### config.mk
export PLATFORM = sky130hd
export DESIGN_NAME = bf_iter_sequencer
export DESIGN_NICKNAME = d
export VERILOG_FILES = /design/src/rtl/bf_pkg.sv /design/src/rtl/bf_beat_counter.sv /design/src/rtl/bf_iter_sequencer.sv
export SDC_FILE = /design/constraint.sdc
export NUM_CORES = 1
export LEC_CHECK = 0
export CAP_MARGIN = 40
export CORE_MARGIN = 2
export CORE_UTILIZATION = 45
export CTS_CLUSTER_DIAMETER = 100
export CTS_CLUSTER_SIZE = 40
export DETAILED_ROUTE_END_ITERATION = 8
export PLACE_DENSITY = 0.71
export SLEW_MARGIN = 5
export SYNTH_ARGS = -nofsm -noshare
export SYNTH_HDL_FRONTEND = slang
export SYNTH_HIERARCHICAL = 1
export SYNTH_SLANG_ARGS = --single-unit
### constraint.sdc
create_clock -name clk -period 3.17 [get_ports clk]
set_input_delay 0.951 -clock clk [delete_from_list [all_inputs] [get_ports clk]]
set_output_delay 0.951 -clock clk [all_outputs]
set_load 0.03 [all_outputs]
### src/rtl/bf_pkg.sv
// Shared definitions for the Bellman-Ford array control path: sequencer FSM
// encoding and the phase/step beat geometry used by the level-1/level-2 units.
package bf_pkg;

  typedef enum logic [1:0] {
    ST_IDLE  = 2'd0,
    ST_RUN   = 2'd1,
    ST_DRAIN = 2'd2,
    ST_DONE  = 2'd3
  } bf_state_e;

  localparam int PHASE_W        = 1;
  localparam int STEP_W         = 2;
  localparam int BEAT_W         = PHASE_W + STEP_W;
  localparam int BEATS_PER_ITER = 8;

endpackage

### src/rtl/bf_beat_counter.sv
// Stall-aware beat counter: phase is the low bit (inner loop), step the upper
// bits (outer loop); wraps to 0 after the last beat of an iteration.
module bf_beat_counter
  import bf_pkg::*;
(
  input  logic               clk,
  input  logic               rst_n,
  input  logic               clr,
  input  logic               en,
  output logic [PHASE_W-1:0] phase,
  output logic [STEP_W-1:0]  step,
  output logic               last
);

  logic [BEAT_W-1:0] beat_q;
  logic [BEAT_W-1:0] beat_d;

  always_comb begin
    beat_d = beat_q;
    if (clr) begin
      beat_d = '0;
    end else if (en) begin
      beat_d = beat_q + 1'b1;
    end
  end

  always_ff @(posedge clk or negedge rst_n) begin
    if (!rst_n) begin
      beat_q <= '0;
    end else begin
      beat_q <= beat_d;
    end
  end

  assign phase = beat_q[PHASE_W-1:0];
  assign step  = beat_q[BEAT_W-1:PHASE_W];
  assign last  = (beat_q == BEAT_W'(BEATS_PER_ITER - 1));

endmodule

### src/rtl/bf_iter_sequencer.sv
// Bellman-Ford relaxation iteration sequencer. Optional negative-cycle check
// iteration is enabled by defining BF_NEG_CYCLE_CHECK_EN.
module bf_iter_sequencer
  import bf_pkg::*;
#(
  parameter int NUM_NODES    = 32,
  parameter int ITER_W       = 5,
  parameter int DRAIN_CYCLES = 4
) (
  input  logic               clk,
  input  logic               rst_n,
  input  logic               start,
  input  logic               stall,
  input  logic               upd_valid,
  input  logic               upd_changed,
  output logic [PHASE_W-1:0] phase_counter,
  output logic [STEP_W-1:0]  step_counter,
  output logic               seq_valid,
  output logic [ITER_W-1:0]  iter_idx,
  output logic               busy,
  output logic               done,
  output logic               converged,
  output logic               neg_cycle
);

  localparam int DRN_W = (DRAIN_CYCLES > 1) ? $clog2(DRAIN_CYCLES) : 1;

  bf_state_e         state_q, state_d;
  logic [ITER_W-1:0] iter_q, iter_d;
  logic [DRN_W-1:0]  drn_q, drn_d;
  logic              chg_q, chg_d;
  logic              conv_q, conv_d;
  logic              neg_q, neg_d;

  logic beat_clr;
  logic beat_en;
  logic beat_last;
  logic upd_hit;
  logic chg_now;

  assign beat_clr = (state_q == ST_IDLE) && start;
  assign beat_en  = (state_q == ST_RUN) && !stall;
  assign upd_hit  = upd_valid & upd_changed;
  assign chg_now  = chg_q | upd_hit;

  bf_beat_counter u_beat (
    .clk   (clk),
    .rst_n (rst_n),
    .clr   (beat_clr),
    .en    (beat_en),
    .phase (phase_counter),
    .step  (step_counter),
    .last  (beat_last)
  );

  always_ff @(posedge clk or negedge rst_n) begin
    if (!rst_n) begin
      state_q <= ST_IDLE;
      iter_q  <= '0;
      drn_q   <= '0;
      chg_q   <= 1'b0;
      conv_q  <= 1'b0;
      neg_q   <= 1'b0;
    end else begin
      state_q <= state_d;
      iter_q  <= iter_d;
      drn_q   <= drn_d;
      chg_q   <= chg_d;
      conv_q  <= conv_d;
      neg_q   <= neg_d;
    end
  end

  always_comb begin
    state_d = state_q;
    iter_d  = iter_q;
    drn_d   = drn_q;
    chg_d   = chg_q;
    conv_d  = conv_q;
    neg_d   = neg_q;
    case (state_q)
      ST_IDLE: begin
        if (start) begin
          state_d = ST_RUN;
          iter_d  = '0;
          chg_d   = 1'b0;
          conv_d  = 1'b0;
          neg_d   = 1'b0;
        end
      end
      ST_RUN: begin
        chg_d = chg_now;
        if (beat_en && beat_last) begin
          state_d = ST_DRAIN;
          drn_d   = DRN_W'(DRAIN_CYCLES - 1);
        end
      end
      ST_DRAIN: begin
        chg_d = chg_now;
        if (drn_q != '0) begin
          drn_d = drn_q - 1'b1;
        end else if (!chg_now) begin
          state_d = ST_DONE;
          conv_d  = 1'b1;
`ifdef BF_NEG_CYCLE_CHECK_EN
        end else if (iter_q == ITER_W'(NUM_NODES - 1)) begin
          // Still relaxing after NUM_NODES-1 passes: a negative cycle exists.
          state_d = ST_DONE;
          conv_d  = 1'b0;
          neg_d   = 1'b1;
`else
        end else if (iter_q == ITER_W'(NUM_NODES - 2)) begin
          state_d = ST_DONE;
          conv_d  = 1'b0;
`endif
        end else begin
          state_d = ST_RUN;
          iter_d  = iter_q + 1'b1;
          chg_d   = 1'b0;
        end
      end
      ST_DONE: begin
        state_d = ST_IDLE;
      end
      default: begin
        state_d = ST_IDLE;
      end
    endcase
  end

  always_comb begin
    seq_valid = (state_q == ST_RUN) && !stall;
    busy      = (state_q != ST_IDLE);
    done      = (state_q == ST_DONE);
    iter_idx  = iter_q;
    converged = conv_q;
`ifdef BF_NEG_CYCLE_CHECK_EN
    neg_cycle = neg_q;
`else
    neg_cycle = 1'b0;
`endif
  end

endmodule

# --- Word level (Yosys, flattened, before mapping) ---
# Index checks and enable logic that the tools add are counted.
totals:
  inputBits: 6
  register_bits: 14
  word_cells: 64
  output_inout_bits: 13
classes:
  muxes: 25
  bitwise_logic: 2
  eq_ne: 12
  addsub: 3
  reduce_logical: 16
op_table:
  columns: ["operator", "n"]
  rows:
  - ["5-bit two-way mux", 4]
  - ["2-bit two-way mux", 7]
  - ["2-bit inequality test (second input constant)", 5]
  - ["5-bit case mux with 2 select lines", 1]
  - ["2-bit nonzero test", 5]
  - ["2-bit case mux with 4 select lines", 1]
  - ["1-bit two-way mux", 7]
  - ["3-bit two-way mux", 2]
  - ["3-bit AND reduction", 2]
  - ["5-bit by 1-bit adder with 5-bit output (second input constant)", 1]
  - ["5-bit == test (second input constant)", 1]
  - ["5-bit AND reduction", 1]
  - ["2-bit == test (second input constant)", 2]
  - ["2-bit case mux with 2 select lines", 1]
  - ["4-bit AND reduction", 1]
  - ["3-bit by 1-bit adder with 3-bit output (second input constant)", 1]
  - ["3-bit == test (second input constant)", 1]
  - ["1-bit logical AND", 3]
  - ["3-bit inequality test (second input constant)", 1]
  - ["1-bit case mux with 3 select lines", 1]
  - ["3-bit nonzero test", 1]
  - ["2-bit by 1-bit == test with 1-bit output (second input constant)", 1]
  - ["2-bit logical NOT", 1]
  - ["2-bit by 1-bit inequality test with 1-bit output (second input constant)", 1]
  - ["6 further kinds", 6]

# --- Depth between registers and ports, before layout ---
logic_depth:
  depth_word: 5
  ltp_mapped: 6
  mapped_depth_nobuf: 6

# --- By module ---
# The synthesis kept the hierarchy.
modules_own_cells:
  columns: ["module", "area_each_um2", "cells_per_inst", "seq_area_each_um2", "n_inst"]
  rows:
  - ["bf_iter_sequencer", 800.8, 87, 275.3, 1]
  - ["bf_beat_counter", 140.1, 11, 75.1, 1]

# --- Worst setup path before layout ---
# Ideal clock, no wire load.
synth_timing:
  path_kind: "input to output"
  startpoint: "input port stall"
  endpoint: "output port seq_valid"
  arrival_ps: 1567
  path_stages: 1
  n_path_buf: 0
  required_ps: 2219
  slack_ps: 652
  path_cell_list: "nor2b_1"
synth_via:
  elab_chain_len: 2
synth_rtl:
  columns: ["item", "line_no", "rtl"]
  rows:
  - ["start: declaration", "bf_iter_sequencer.sv:13", "input logic stall,"]
  - ["1-bit logical NOT", "bf_iter_sequencer.sv:132", "seq_valid = (state_q == ST_RUN) && !stall;"]
  - ["1-bit logical AND", "bf_iter_sequencer.sv:132", null]
  - ["end: declaration", "bf_iter_sequencer.sv:18", "output logic seq_valid,"]
# Every way passes these cells.

# --- Worst setup path after layout ---
layout_timing:
  startpoint: "register state_q[0]"
  endpoint: "output port busy"
layout_via:
  elab_chain_len: 1
layout_rtl:
  columns: ["item", "line_no", "rtl"]
  rows:
  - ["start: declaration", "bf_iter_sequencer.sv:28", "bf_state_e state_q, state_d;"]
  - ["start signal: assignment", "bf_iter_sequencer.sv:65", "state_q <= state_d;"]
  - ["2-bit nonzero test", "bf_iter_sequencer.sv:133", "busy = (state_q != ST_IDLE);"]
  - ["end: declaration", "bf_iter_sequencer.sv:20", "output logic busy,"]
# Every way passes these cells.

==> results.py <==
metrics = {
    "global_routing": {
        "antenna_found_initial": 0,
        "grt_start_max_net_pins": 17,
        "grt_pass1_vias": 796,
        "grt_pass1_wl_um": 3440,
        "grt.overflow.total": 0,
        "groute.usage.overall": 0.185,
    },
    "clock_network": {
        "clk_path_buf_depth": 2,
        "cts.repair.resized": 0,
        "postCtsSetupRepairBufs": 0,
        "cts_hold_buf": 0,
        "worstSkewPairLatency_ns": 0.29,
        "clock_tree_from_tritoncts": "done",
        "root_buffer": "sky130_fd_sc_hd__clkbuf_4",
        "numCtsBuffers": 3,
        "cts.htree.levels": 1,
        "path_clk_slew_ns": 0.09,
        "count_of_clock_tree_sinks": 14,
    },
    "critical_path": {
        "setup.worst_path.start_class": "flip-flop",
        "worstReg2RegEnd": "iter_idx[3]",
        "timing.critical_path.required_ns": 2.22,
        "path_class": "reg2out",
        "critical_path.reg2reg.startpoint": "state_q[0]",
        "cp_data_arrival_time_ns": 1.81,
        "reg2reg_slack_ns": 0.95,
        "critical_path.max_fanout": 5,
        "logic_depth_of_the_worst_register_to_register_path": 6,
        "crit_start": "state_q[0]",
        "timing.critical_path.to_type": "primary output",
    },
    "worst_hold_path": {
        "hold_path_startpoint": "converged",
        "type_of_the_tightest_min_delay_check": "reg2reg",
        "worstHoldEndpoint": "converged",
        "hold_depth": 1,
    },
    "die": {
        "num_io_pins": 19,
        "fp.coreArea_um2": 1960,
        "dieWidth_um": 49.7,
        "num_rows": 16,
        "design.die.area_um2": 2470,
        "floorplan.die.height_um": 49.7,
        "initial_utilization": 0.480,
    },
    "timing": {
        "max-slew-margin-rel": 0.573,
        "timing.setup.tns_ns": 0,
        "grt_setup_unrepaired": "no",
        "timing.fmax_ghz": 0.362,
        "fin_crit_ns": 2.76,
        "finClkSkew_ns": 0.00231,
        "slew_viol_final": 0,
        "report.final.setup_viol": 0,
        "worst_slack_ns": 0.408,
        "final-hold-violation-count": 0,
        "worst-slew-pin-transition_ns": 0.639,
        "final_min_period_over_clock_period": 0.871,
    },
    "job": {
        "max-cap-violations": 0,
    },
    "placement": {
        "dpl.hpwl_um": 1470,
        "io_buffers": 17,
        "placedInstanceArea_um2": 1140,
        "globalplace.congestion": 0.801,
        "dp_slack_ns": 0.511,
    },
    "pwr": {
        "power.density_cell_area_nw_per_um2": 1020,
        "share_clk_of_total_power": 0.111,
        "internal_power_summed_over_all_cells_uw": 629,
        "power.share.combinational": 0.606,
        "netSwitchingFraction": 0.475,
        "part_of_the_total_power_dissipated_in_sequential_elements": 0.283,
        "static-leakage-power_nw": 0.541,
        "power.total_mw": 1.20,
        "peakVddDrop_v": 0.000469,
        "power.switching_uw": 568,
    },
    "outcome": {
        "run_status": "completed",
    },
    "logic_synthesis": {
        "synth_sequential_area_ratio": 0.372,
        "mappedNetlistNets": 115,
        "synthesis.area_per_instance_um2": 9.60,
        "portion_of_synthesized_cell_area_occupied_by_the_leading_cell_type": 0.372,
        "number_of_distinct_library_cells_after_synthesis": 33,
        "ys_seq_elements": 14,
        "post_synth_instance_area_um2": 941,
        "synth_area_leaders": "sky130_fd_sc_hd__dfrtp_1 37%, sky130_fd_sc_hd__ha_1 15%, sky130_fd_sc_hd__inv_1 3.6%, sky130_fd_sc_hd__mux2i_1 3.2%, sky130_fd_sc_hd__o21ai_0 3.2%",
        "synth-warning-count": 6,
        "synth_cells": 98,
        "synthDominantAreaCellType": "sky130_fd_sc_hd__dfrtp_1",
    },
    "cells_and_area": {
        "num-nets-final": 136,
        "n_antenna_cell": 0,
        "most_common_cell_after_layout_fill_and_taps_aside": "sky130_fd_sc_hd__clkdlybuf4s50_1",
        "fill_cell_instance_count_of_the_final_layout": 173,
        "finish.instance_area_um2": 1170,
        "layout_area_growth_over_synthesis_pct": 24.9,
        "post_route_cells_drive_above_1_share": 0.0847,
        "layout.cells.most_common_list": "16 x sky130_fd_sc_hd__clkdlybuf4s50_1, 14 x sky130_fd_sc_hd__dfrtp_1, 11 x sky130_fd_sc_hd__ha_1",
        "finalCoreUtilization": 0.599,
    },
    "route": {
        "avgRoutedWirePerCell_um": 13.4,
        "drt-pass1-iter-count": 4,
        "routed_wirelength_um": 1940,
        "drt_iter0_drc": 27,
        "drc_violations": 0,
        "num_vias": 795,
        "residual_antenna_violating_net_count_after_detailed_routing": 0,
        "detail_route.vias_per_cell": 5.48,
    },
}
[Yosys cell counts (all sizes together)]
master / number
dfrtp: 14
ha: 11
inv: 9
nand2: 8
o21ai: 7
a21oi: 5
a31oi: 4
nand3: 4
nor2: 4
mux2i: 3
nand2b: 3
nor2b: 3
o2bb2ai: 3
a22oi: 2
nand4: 2
a211oi: 1
a21o: 1
a22o: 1
a41o: 1
buf: 1
clkbuf: 1
conb: 1
nor3b: 1
nor4b: 1
o211ai: 1
o221ai: 1
o22ai: 1
o31a: 1
o31ai: 1
or4b: 1
xnor2: 1
[power groups by stage]
stage	Clock [mW]	Sequential, mW	Combinational, mW
2_1_floorplan	0	0.410	0.427
3_3_place_gp	0	0.337	0.707
3_5_place_dp	0	0.342	0.722
4_1_cts	0.134	0.338	0.725
5_1_grt	0.145	0.355	0.802
6_report	0.132	0.339	0.726
[per-stage QoR]
step,std cells,hold WS (ns)
after CTS,145,0.525
final,145,0.522
after detailed placement,141,0.504
after global placement,141,0.505
after global routing,145,0.571
after floorplan,98,0.501
[sequential cells by signal, indices dropped and copies added, names as in the netlist]
name	flops
drn_q	2
converged	1
iter_idx	5
state_q	2
chg_q	1
u_beat/beat_q	3
[kinds of logic after synthesis]
logic type | Yosys count | share of synthesized area
AO/OA/AOI/OAI | 30 | 0.211
AND/OR/NAND/NOR | 27 | 0.177
flip-flops | 14 | 0.372
adder cells (fa/ha/maj) | 11 | 0.146
buffers and inverters | 11 | 0.0479
multiplexers | 3 | 0.0319
other | 1 | 0.00399
XOR/XNOR | 1 | 0.00931
[per-layer routing]
metal / vias to the layer above / wire length [um] / track usage
met4: 0 / 27 / 0.0741
met1: 362 / 874 / 0.212
met5: - / 0 / 0
met3: 5 / 122 / 0.0576
li1: 395 / - / -
met2: 33 / 918 / 0.318
[worst max path at each step]
stage	slack, ns	endpoint	cells past startpoint
after global routing	0.29	busy	4
after global placement	0.54	seq_valid	3
final	0.41	busy	4
after CTS	0.39	busy	4
after floorplan	0.65	seq_valid	1
after detailed placement	0.51	seq_valid	3
[final cells by class]
class / instances / area (um^2) / area share
Multi-Input combinational cell: 73 / 546 / 0.464
Clock buffer: 4 / 36.3 / 0.0309
Inverter: 9 / 33.8 / 0.0288
Timing Repair Buffer: 18 / 175 / 0.149
Sequential cell: 14 / 350 / 0.298
Tap cell: 27 / 33.8 / 0.0288
[critical path, cell delays in order (launching register included)]
cell and delay (ns):
sky130_fd_sc_hd__dfrtp_1 0.43, sky130_fd_sc_hd__inv_1 0.11, sky130_fd_sc_hd__ha_1 0.26, sky130_fd_sc_hd__inv_1 0.06, sky130_fd_sc_hd__clkdlybuf4s50_1 0.65
No activity file was read; power rests on OpenSTA's default activity.
